--- config.mk ---
export PLATFORM = sky130hd
export DESIGN_NAME = sha3_absorb_packer
export DESIGN_NICKNAME = d
export VERILOG_FILES = /design/src/rtl/sha3_pkg.sv /design/src/rtl/sha3_absorb_packer.sv
export SDC_FILE = /design/constraint.sdc
export NUM_CORES = 2
export LEC_CHECK = 0
export CAP_MARGIN = 25
export CORE_MARGIN = 4
export CORE_UTILIZATION = 25
export CTS_CLUSTER_SIZE = 25
export DETAILED_ROUTE_END_ITERATION = 6
export PLACE_DENSITY = 0.49
export SETUP_SLACK_MARGIN = 0.5
export SLEW_MARGIN = 10
export SYNTH_ARGS = -nofsm -noshare
export SYNTH_HDL_FRONTEND = slang
export SYNTH_SLANG_ARGS = --single-unit
--- constraint.sdc ---
create_clock -name clk -period 3.8 [get_ports clk]
set_input_delay 0.76 -clock clk [delete_from_list [all_inputs] [get_ports clk]]
set_output_delay 0.76 -clock clk [all_outputs]
set_load 0.03 [all_outputs]
--- src/rtl/sha3_pkg.sv ---
// Shared constants and FSM state type for the SHA3 absorb-side block packer.
package sha3_pkg;

  localparam int unsigned LANE_W     = 64;
  localparam int unsigned RATE_LANES = 17;
  localparam int unsigned RATE_W     = LANE_W * RATE_LANES;  // 1088 for SHA3-256
  localparam int unsigned MSG_LEN_W  = 16;
  localparam logic [7:0]  PAD_DOMAIN = 8'h06;
  localparam int unsigned PAD_END    = 63;

  typedef enum logic [2:0] {
    ST_IDLE = 3'd0,
    ST_FILL = 3'd1,
    ST_PAD  = 3'd2,
    ST_HOLD = 3'd3,
    ST_DONE = 3'd4
  } state_t;

endpackage

--- src/rtl/sha3_absorb_packer.sv ---
// Packs FIFO lanes into SHA3 rate blocks, applies the 0x06..80 pad on the
// final block and hands each block to the permutation core over valid/ready.
module sha3_absorb_packer #(
  parameter int unsigned LANE_W     = sha3_pkg::LANE_W,
  parameter int unsigned RATE_LANES = sha3_pkg::RATE_LANES
) (
  input  logic                           clk,
  input  logic                           rst,
  input  logic                           start,
  input  logic [sha3_pkg::MSG_LEN_W-1:0] msg_lanes,
  output logic                           fifo_read,
  input  logic [LANE_W-1:0]              fifo_data,
  input  logic                           fifo_empty,
  output logic [LANE_W*RATE_LANES-1:0]   block_data,
  output logic                           block_valid,
  input  logic                           block_ready,
  output logic                           block_last,
  output logic                           busy,
  output logic                           done
);
  import sha3_pkg::*;

  localparam int unsigned      IDX_W    = $clog2(RATE_LANES + 1);
  localparam logic [IDX_W-1:0] IDX_FULL = IDX_W'(RATE_LANES);
  localparam int unsigned      TOP_LANE = RATE_LANES - 1;

  state_t                 state;
  state_t                 state_next;
  logic [IDX_W-1:0]       lane_idx;
  logic [IDX_W-1:0]       lane_idx_next;
  logic [MSG_LEN_W-1:0]   remaining;
  logic [MSG_LEN_W-1:0]   remaining_next;
  logic                   last_next;
  logic                   pop;
  logic                   clr_block;
  logic                   do_pad;
  logic [LANE_W-1:0]      lanes [RATE_LANES];

  // Pop is combinational so the FWFT head word is written on the same edge.
  assign fifo_read = pop;

  // Flatten the lane array onto the block bus, lane i at [LANE_W*i +: LANE_W].
  for (genvar g = 0; g < RATE_LANES; g++) begin : g_flat
    assign block_data[g*LANE_W +: LANE_W] = lanes[g];
  end

  // Next-state, counter and datapath-control decode.
  always_comb begin
    state_next     = state;
    lane_idx_next  = lane_idx;
    remaining_next = remaining;
    last_next      = 1'b0;
    pop            = 1'b0;
    clr_block      = 1'b0;
    do_pad         = 1'b0;
    case (state)
      ST_IDLE: begin
        if (start) begin
          state_next     = ST_FILL;
          clr_block      = 1'b1;
          lane_idx_next  = '0;
          remaining_next = msg_lanes;
        end
      end
      ST_FILL: begin
        if (remaining == '0) begin
          // Only reachable on entry with an empty message.
          state_next = ST_PAD;
        end else if (!fifo_empty) begin
          pop            = 1'b1;
          lane_idx_next  = lane_idx + IDX_W'(1);
          remaining_next = remaining - MSG_LEN_W'(1);
          if (lane_idx_next == IDX_FULL) begin
            state_next = ST_HOLD;
          end else if (remaining_next == '0) begin
            state_next = ST_PAD;
          end
        end
      end
      ST_PAD: begin
        do_pad     = 1'b1;
        last_next  = 1'b1;
        state_next = ST_HOLD;
      end
      ST_HOLD: begin
        last_next = block_last;
        if (block_ready) begin
          if (block_last) begin
            state_next = ST_DONE;
          end else begin
            // Next block starts from a clean lane array in either case.
            clr_block     = 1'b1;
            lane_idx_next = '0;
            state_next    = (remaining != '0) ? ST_FILL : ST_PAD;
          end
        end
      end
      ST_DONE: begin
        state_next = ST_IDLE;
      end
      default: begin
        state_next = ST_IDLE;
      end
    endcase
  end

  // State, counters and registered status outputs.
  always_ff @(posedge clk or negedge rst) begin
    if (!rst) begin
      state       <= ST_IDLE;
      lane_idx    <= '0;
      remaining   <= '0;
      block_valid <= 1'b0;
      block_last  <= 1'b0;
      busy        <= 1'b0;
      done        <= 1'b0;
    end else begin
      state       <= state_next;
      lane_idx    <= lane_idx_next;
      remaining   <= remaining_next;
      block_valid <= (state_next == ST_HOLD);
      block_last  <= (state_next == ST_HOLD) && last_next;
      busy        <= (state_next != ST_IDLE);
      done        <= (state_next == ST_DONE);
    end
  end

  // Lane array: clear per block, write popped lanes, then overlay padding.
  always_ff @(posedge clk or negedge rst) begin
    if (!rst) begin
      for (int i = 0; i < RATE_LANES; i++) lanes[i] <= '0;
    end else if (clr_block) begin
      for (int i = 0; i < RATE_LANES; i++) lanes[i] <= '0;
    end else begin
      if (pop) begin
        lanes[lane_idx] <= fifo_data;
      end
      if (do_pad) begin
        lanes[lane_idx]           <= lanes[lane_idx] ^ LANE_W'(PAD_DOMAIN);
        // Later assignment merges the end bit even when lane_idx is the top lane.
        lanes[TOP_LANE][PAD_END] <= 1'b1;
      end
    end
  end

endmodule
# Word level (Yosys, flattened, before mapping)
# Cells that the tools add are included.
[op_classes]
magnitude_cmp = 2
bitwise = 2
add_sub_neg = 2
eq_ne = 11
n_reduce_logical = 11
muxes = 39
[ops]
columns = ["operator", "n"]
rows = [
  ["$mux W1088", 4],
  ["$bwmux W1088", 2],
  ["$bmux W64 S5", 1],
  ["$demux W64 S5", 1],
  ["$mux W64", 3],
  ["$mux W16", 3],
  ["$logic_not A16 Y1", 2],
  ["$pmux W16 S2", 1],
  ["$mux W5", 5],
  ["$mux W3", 7],
  ["$reduce_bool A16 Y1", 1],
  ["$sub A16 B1 Y16 const B", 1],
  ["$pmux W5 S3", 1],
  ["$pmux W3 S4", 1],
  ["$ne A2 B2 Y1 const B", 5],
  ["$eq A3 B2 Y1 const B", 3],
  ["$mux W1", 7],
  ["$ge A6 B6 Y1 const B", 1],
  ["$lt A6 B1 Y1 const B", 1],
  ["$not A5 Y6", 1],
  ["$reduce_and A6 Y1", 1],
  ["$reduce_bool A3 Y1", 2],
  ["$add A5 B1 Y5 const B", 1],
  ["$eq A5 B5 Y1 const B", 1],
  ["9 further kinds", 11],
]
[totals]
output_inout_bits = 1093
regBits = 1116
in_bits = 85

# Logic depth before layout (Yosys ltp)
[depth]
depth_word = 11
depth_mapped = 14
depth_no_buf = 9

# Worst setup path after synthesis
# OpenSTA, ideal clock, no wires.
[synth_timing]
path_kind = "register -> register"
from = "register lane_idx[0]"
to = "register lanes, in the netlist block_data[1032]"
path_stages_with_launch = 15
period_less_slack_ns = 3.049
t_arrival_ns = 2.914
required_time_ns = 3.665
path_buffers = 8
slack_ns = 0.751
cell_sequence = "dfrtp_1 buf_2 buf_4 buf_4 buf_2 inv_1 ha_1 clkbuf_1 nor3b_1 nor2b_1 buf_2 or2_1 clkbuf_1 clkbuf_1 o21ai_0"
[synth_via]
elab_chain_cells = 11
elab_cells_between_ends = 15
cone_classes = "order compare: 2; mux: 11; bitwise: 1; reduce/logical: 1"
[synth_lines]
columns = ["item", "line", "rtl"]
rows = [
  ["start, declared", "sha3_absorb_packer.sv:29", "logic [IDX_W-1:0] lane_idx;"],
  ["start signal, assigned", "sha3_absorb_packer.sv:119", "lane_idx <= lane_idx_next;"],
  ["$not A5 Y6 (implied by the code) (*)", "sha3_absorb_packer.sv:136, sha3_absorb_packer.sv:139", ""],
  ["$ge A6 B6 Y1 (implied by the code) or $lt A6 B1 Y1 (tied branches)", "sha3_absorb_packer.sv:136, sha3_absorb_packer.sv:139", ""],
  ["$logic_and A1 B1 Y1 (implied by the code)", "sha3_absorb_packer.sv:136, sha3_absorb_packer.sv:139", ""],
  ["$mux W64 (implied by the code)", "sha3_absorb_packer.sv:136, sha3_absorb_packer.sv:139", ""],
  ["$demux W64 S5", "sha3_absorb_packer.sv:136, sha3_absorb_packer.sv:139", ""],
  ["$bwmux W1088", "sha3_absorb_packer.sv:136", "lanes[lane_idx] <= fifo_data;"],
  ["$mux W1088", "sha3_absorb_packer.sv:135", "if (pop) begin"],
  ["$mux W1088", "sha3_absorb_packer.sv:132", "end else if (clr_block) begin"],
  ["$bwmux W1088", "sha3_absorb_packer.sv:139", "lanes[lane_idx] <= lanes[lane_idx] ^ LANE_W'(PAD_DOMAIN);"],
  ["$mux W1088 (*)", "sha3_absorb_packer.sv:138", "if (do_pad) begin"],
  ["$mux W1088 (*)", "sha3_absorb_packer.sv:132", ""],
  ["end signal, assigned by index", "sha3_absorb_packer.sv:136", ""],
  ["end signal, assigned by index", "sha3_absorb_packer.sv:139", ""],
  ["end, declared", "sha3_absorb_packer.sv:37", "logic [LANE_W-1:0] lanes [RATE_LANES];"],
]
# Mark *: on every way between the ends. The rest lies on a longest branch, timed or not. The select of a mux whose other input is x is not followed.
# A chain may end at the register's enable or synchronous reset.

# Worst setup path in the final report
[layout_timing]
from = "register lane_idx[1]"
to = "register lanes, in the netlist block_data[172]"
# Same word-level chain as after synthesis.

==> run summary <==
The flow ran to the end, and the final reports show no timing, DRC or antenna violations. The fraction of the cycle the final worst path needs was 0.8843; the largest fanout on the critical path was 26. In this design, the critical path's most frequently occurring cell is sky130_fd_sc_hd__buf_4. The routed layout has 59910 vias. Summed over all nets, the switching power comes to 46.64 mW. The tool flagged a number of max-cap violations equal to 0. The tree built by TritonCTS fans out to 1116 sinks.

For the critical path data required time, the log shows 4.50 ns. The family with the most delay on the worst path was compound AO/OA/AOI/OAI gates. The tools report the effective utilization at floorplan as 0.2509. Of all cell types, the one taking the most synthesized area is sky130_fd_sc_hd__dfrtp_1. For the data arrival time of the critical path, the log shows 4.06 ns. The tools report the number of buffers created by CTS as 150. The number of different library cells used by synthesis comes to 70. Counting every net in the synthesized netlist gives 6164. Among all cell types in the netlist, the one instantiated most often is sky130_fd_sc_hd__dfrtp_1.

Port buffering added 1177 buffers. Setup violations remaining at the end of the flow were counted as 0. The ratio of cells with drive above 1 in the final layout is 0.1605. The global routing usage summed across all routing layers was 0.3015. Internal power comes to 43.87 mW. The sequential share of power was 0.232; the detailed route wirelength on metal2 was 173.9 mm. The run gives 311.4 mm as the half-perimeter wire length after detailed placement. The die covers 265800 um2.

The sequential share of the synthesized area came out at 0.4335. The net count of the finished layout is 7221. IR analysis of the VDD net gives a maximum drop of 0.0008687 V. The number of global-route vias before repair was 56820. At the end of routability-driven placement, the weighted congestion stood at 0.9106. By startpoint and endpoint, the worst setup path is classified as flop to flop. The final critical-path required period is 3.360 ns, and the reported leakage power is 39.83 nW. Derived from the worst setup path, the maximum achievable clock frequency is 0.2976 GHz.

Sum of negative setup slack: 0 ns. The floorplan step set the die height to 515.6 um. In the synthesized netlist the dominant register cell turns out to be sky130_fd_sc_hd__dfrtp_1.

Count of nets left with antenna violations after detail routing: 0. Overall power consumption after layout is estimated at 90.51 mW. The slew at the pin with the worst max-slew slack is 1.187 ns.

The detailed-routing iteration count for the pre-antenna-repair pass is 6. STA classifies the critical path endpoint as a flop. The die outline width came out at 515.6 um. The average wire per standard cell is 39.08 um, and the part of the power in the clock network is 0.163. Dividing the synthesized area by the synthesized cell count gives 10.61 um2.

CTS placed an instance of sky130_fd_sc_hd__clkbuf_16 at the clock tree root. In this design, the stage delay of the slowest critical-path cell is 0.77 ns. For the clock tree skew after final layout, the log shows 0.03785 ns. 1178 I/O pins were placed. Dividing the detail-routed via count by the number of cells gives 5.632.

In the final routing, the length of wire on met1 measures 172.3 mm. The number of buffer and inverter instances along the worst setup path works out to 3. Sorting the synthesized cells by how often they occur yields 1116 x sky130_fd_sc_hd__dfrtp_1, 1025 x sky130_fd_sc_hd__mux2i_1, 507 x sky130_fd_sc_hd__o21ai_0.

STA classifies the critical path startpoint as a flop. The area share of the largest cell type after synthesis came out at 0.4335. In this run the top signal layer used is met5. TritonCTS built the clock tree.

The floorplan has 186 rows. The run gives 0.605 as the combinational cell fraction of total power. The end-of-flow core utilization was 0.3418. For the final number of max-transition violations, the log shows 0.

After detailed routing, the number of remaining DRC violations is 0. In this run the worst hold path is classified as input pin to async pin. By area the synthesized netlist is led by sky130_fd_sc_hd__dfrtp_1 43%, sky130_fd_sc_hd__mux2i_1 16%, sky130_fd_sc_hd__mux4_2 9.0%, sky130_fd_sc_hd__o21ai_0 3.9%, sky130_fd_sc_hd__a211oi_1 3.7%.

For the pin count of the biggest net entering global routing, the log shows 129. After synthesis the cells add up to 64410 um2. Traced cell by cell, the critical path runs through buf_12 > buf_4 > mux4_2 > mux2i_1 > a221oi_4 > buf_4 > nor2_1 > a311oi_1. For the number of levels the H-tree was split into, the log shows 4.

The first-pass GRT wire length is 550.7 mm, and the cell area after layout is 87730 um2. The number of enable-type register cells in the synthesized netlist came out at 0. The number of flip-flops and latches in the synthesized netlist works out to 1116. The largest individual stage delay along the critical path comes from the cell sky130_fd_sc_hd__dfrtp_4.

Switching power share of the total: 0.5153. Summed over all layers, the routed wires come to 415.6 mm. The tools report the clock latency reported for the late side of the worst-skew pair as 0.82 ns. Cell area power density: 1032 nW/um2.

The initial antenna violation count was 30; the post-synthesis async set-or-reset flop share was 1.000. The max-slew headroom at the worst pin came out at 0.2089. The tools report the number of hold violations in the final report as 0. The logs give 256700 um2 for the standard cell core area and 3 for the maximum clock path buffer count.

Relative to the synthesized area, the layout overhead comes to 36.19%. For this run, the number of Yosys warnings is 0. Setup repair after global routing could not meet its margin everywhere. Synthesis produced 6072 cells. The global-route congestion overflow total is 0. After clock tree synthesis, the clock-pin slew on the worst setup and hold paths is 0.06 ns.

The number of DRC violations after detailed-routing iteration 0 was 7454; the wire length on met3 was 45.38 mm. The instance area at placement was 82030 um2.
## registers in the layout, indices dropped and copies added, names as in the netlist
| signal | flops |
|---|---|
| block_data | 1088 |
| done | 1 |
| lane_idx | 5 |
| remaining | 16 |
| block_valid | 1 |
| busy | 1 |
| state | 3 |
| block_last | 1 |
## cell families after synthesis
family	count (synthesis)	share of synthesized area
DFF	1116	0.4335
muxes	1281	0.2488
and+or+nand+nor	1178	0.07659
AOI/OAI and AO/OA	1684	0.1738
adders and majority gates	7	0.001360
xor gates and xnor gates	3	0.0004080
buffers and inverters	803	0.06546
## final timing paths
path / from / slack (ns) / depth (start not counted) / end
hold reg to reg: block_data[3] / 0.58 / 2 / block_data[3]
min in group clk: msg_lanes[0] / 0.56 / 3 / remaining[0]
max in group asynchronous: rst / 2.09 / 4 / block_data[904]
hold / removal: rst / 0.50 / 2 / block_data[685]
setup / recovery: lane_idx[1] / 0.44 / 8 / block_data[172]
setup reg to reg: lane_idx[1] / 0.44 / 8 / block_data[172]
## power groups by stage
stage               sequential [mW]  clock, mW  combinational, mW
finish                         21.0       14.7               54.7
floorplan                      25.7          0               19.4
detailed placement             21.0          0               52.7
global route                   21.2       15.4               56.5
CTS                            20.8       15.0               53.5
global placement               20.9          0               52.4
## layout by cell type, fill, tap and decap left out, drive strengths merged, types with 128 or more instances in the layout
master	netlist	routed
nand3	147	147
mux2i	1025	1025
clkbuf	504	220
nor2	470	470
a21oi	414	414
clkdlybuf4s50	0	1174
o21ai	658	658
a211oi	321	321
mux4	256	256
dfrtp	1116	1116
buf	291	523
nand2	487	487
a311oi	128	128
## per-stage QoR
| step | hold slack [ns] | std cells | setup WS [ns] |
|---|---|---|---|
| 2_1_floorplan | 0.4644 | 6072 | 0.7510 |
| 3_3_place_gp | 0.5613 | 10310 | 0.2694 |
| 3_5_place_dp | 0.5749 | 10310 | 0.2174 |
| 4_1_cts | 0.4728 | 10590 | 0.2690 |
| 5_1_grt | 0.5121 | 10630 | 0.4371 |
| 6_report | 0.5049 | 10640 | 0.4398 |
## cell type report
cell class | instances | area (um2)
Tap cell | 3384 | 4234
Multi-Input combinational cell | 4154 | 32650
Inverter | 8 | 32.53
Antenna cell | 12 | 30.03
Timing Repair Buffer | 1699 | 17870
Sequential cell | 1116 | 27940
Clock inverter | 44 | 581.8
Fill cell | 25530 | 169000
Clock buffer | 219 | 4387
## metal layers
layer  GRT usage  vias to the layer above
met2      0.4329                     3620
met3     0.09654                      597
met5           0                        -
met4      0.1513                        6
met1      0.4053                    31150
li1            -                    24530
## repair_timing
item,in CTS,in global routing
gates cloned,0,1
pin swaps,5,18
setup buffers,16,25
setup endpoints to repair,145,84
hold endpoints to repair,57,0
gates resized for setup,9,10
hold buffers,1,0
No activity file was read; power rests on OpenSTA's default activity.
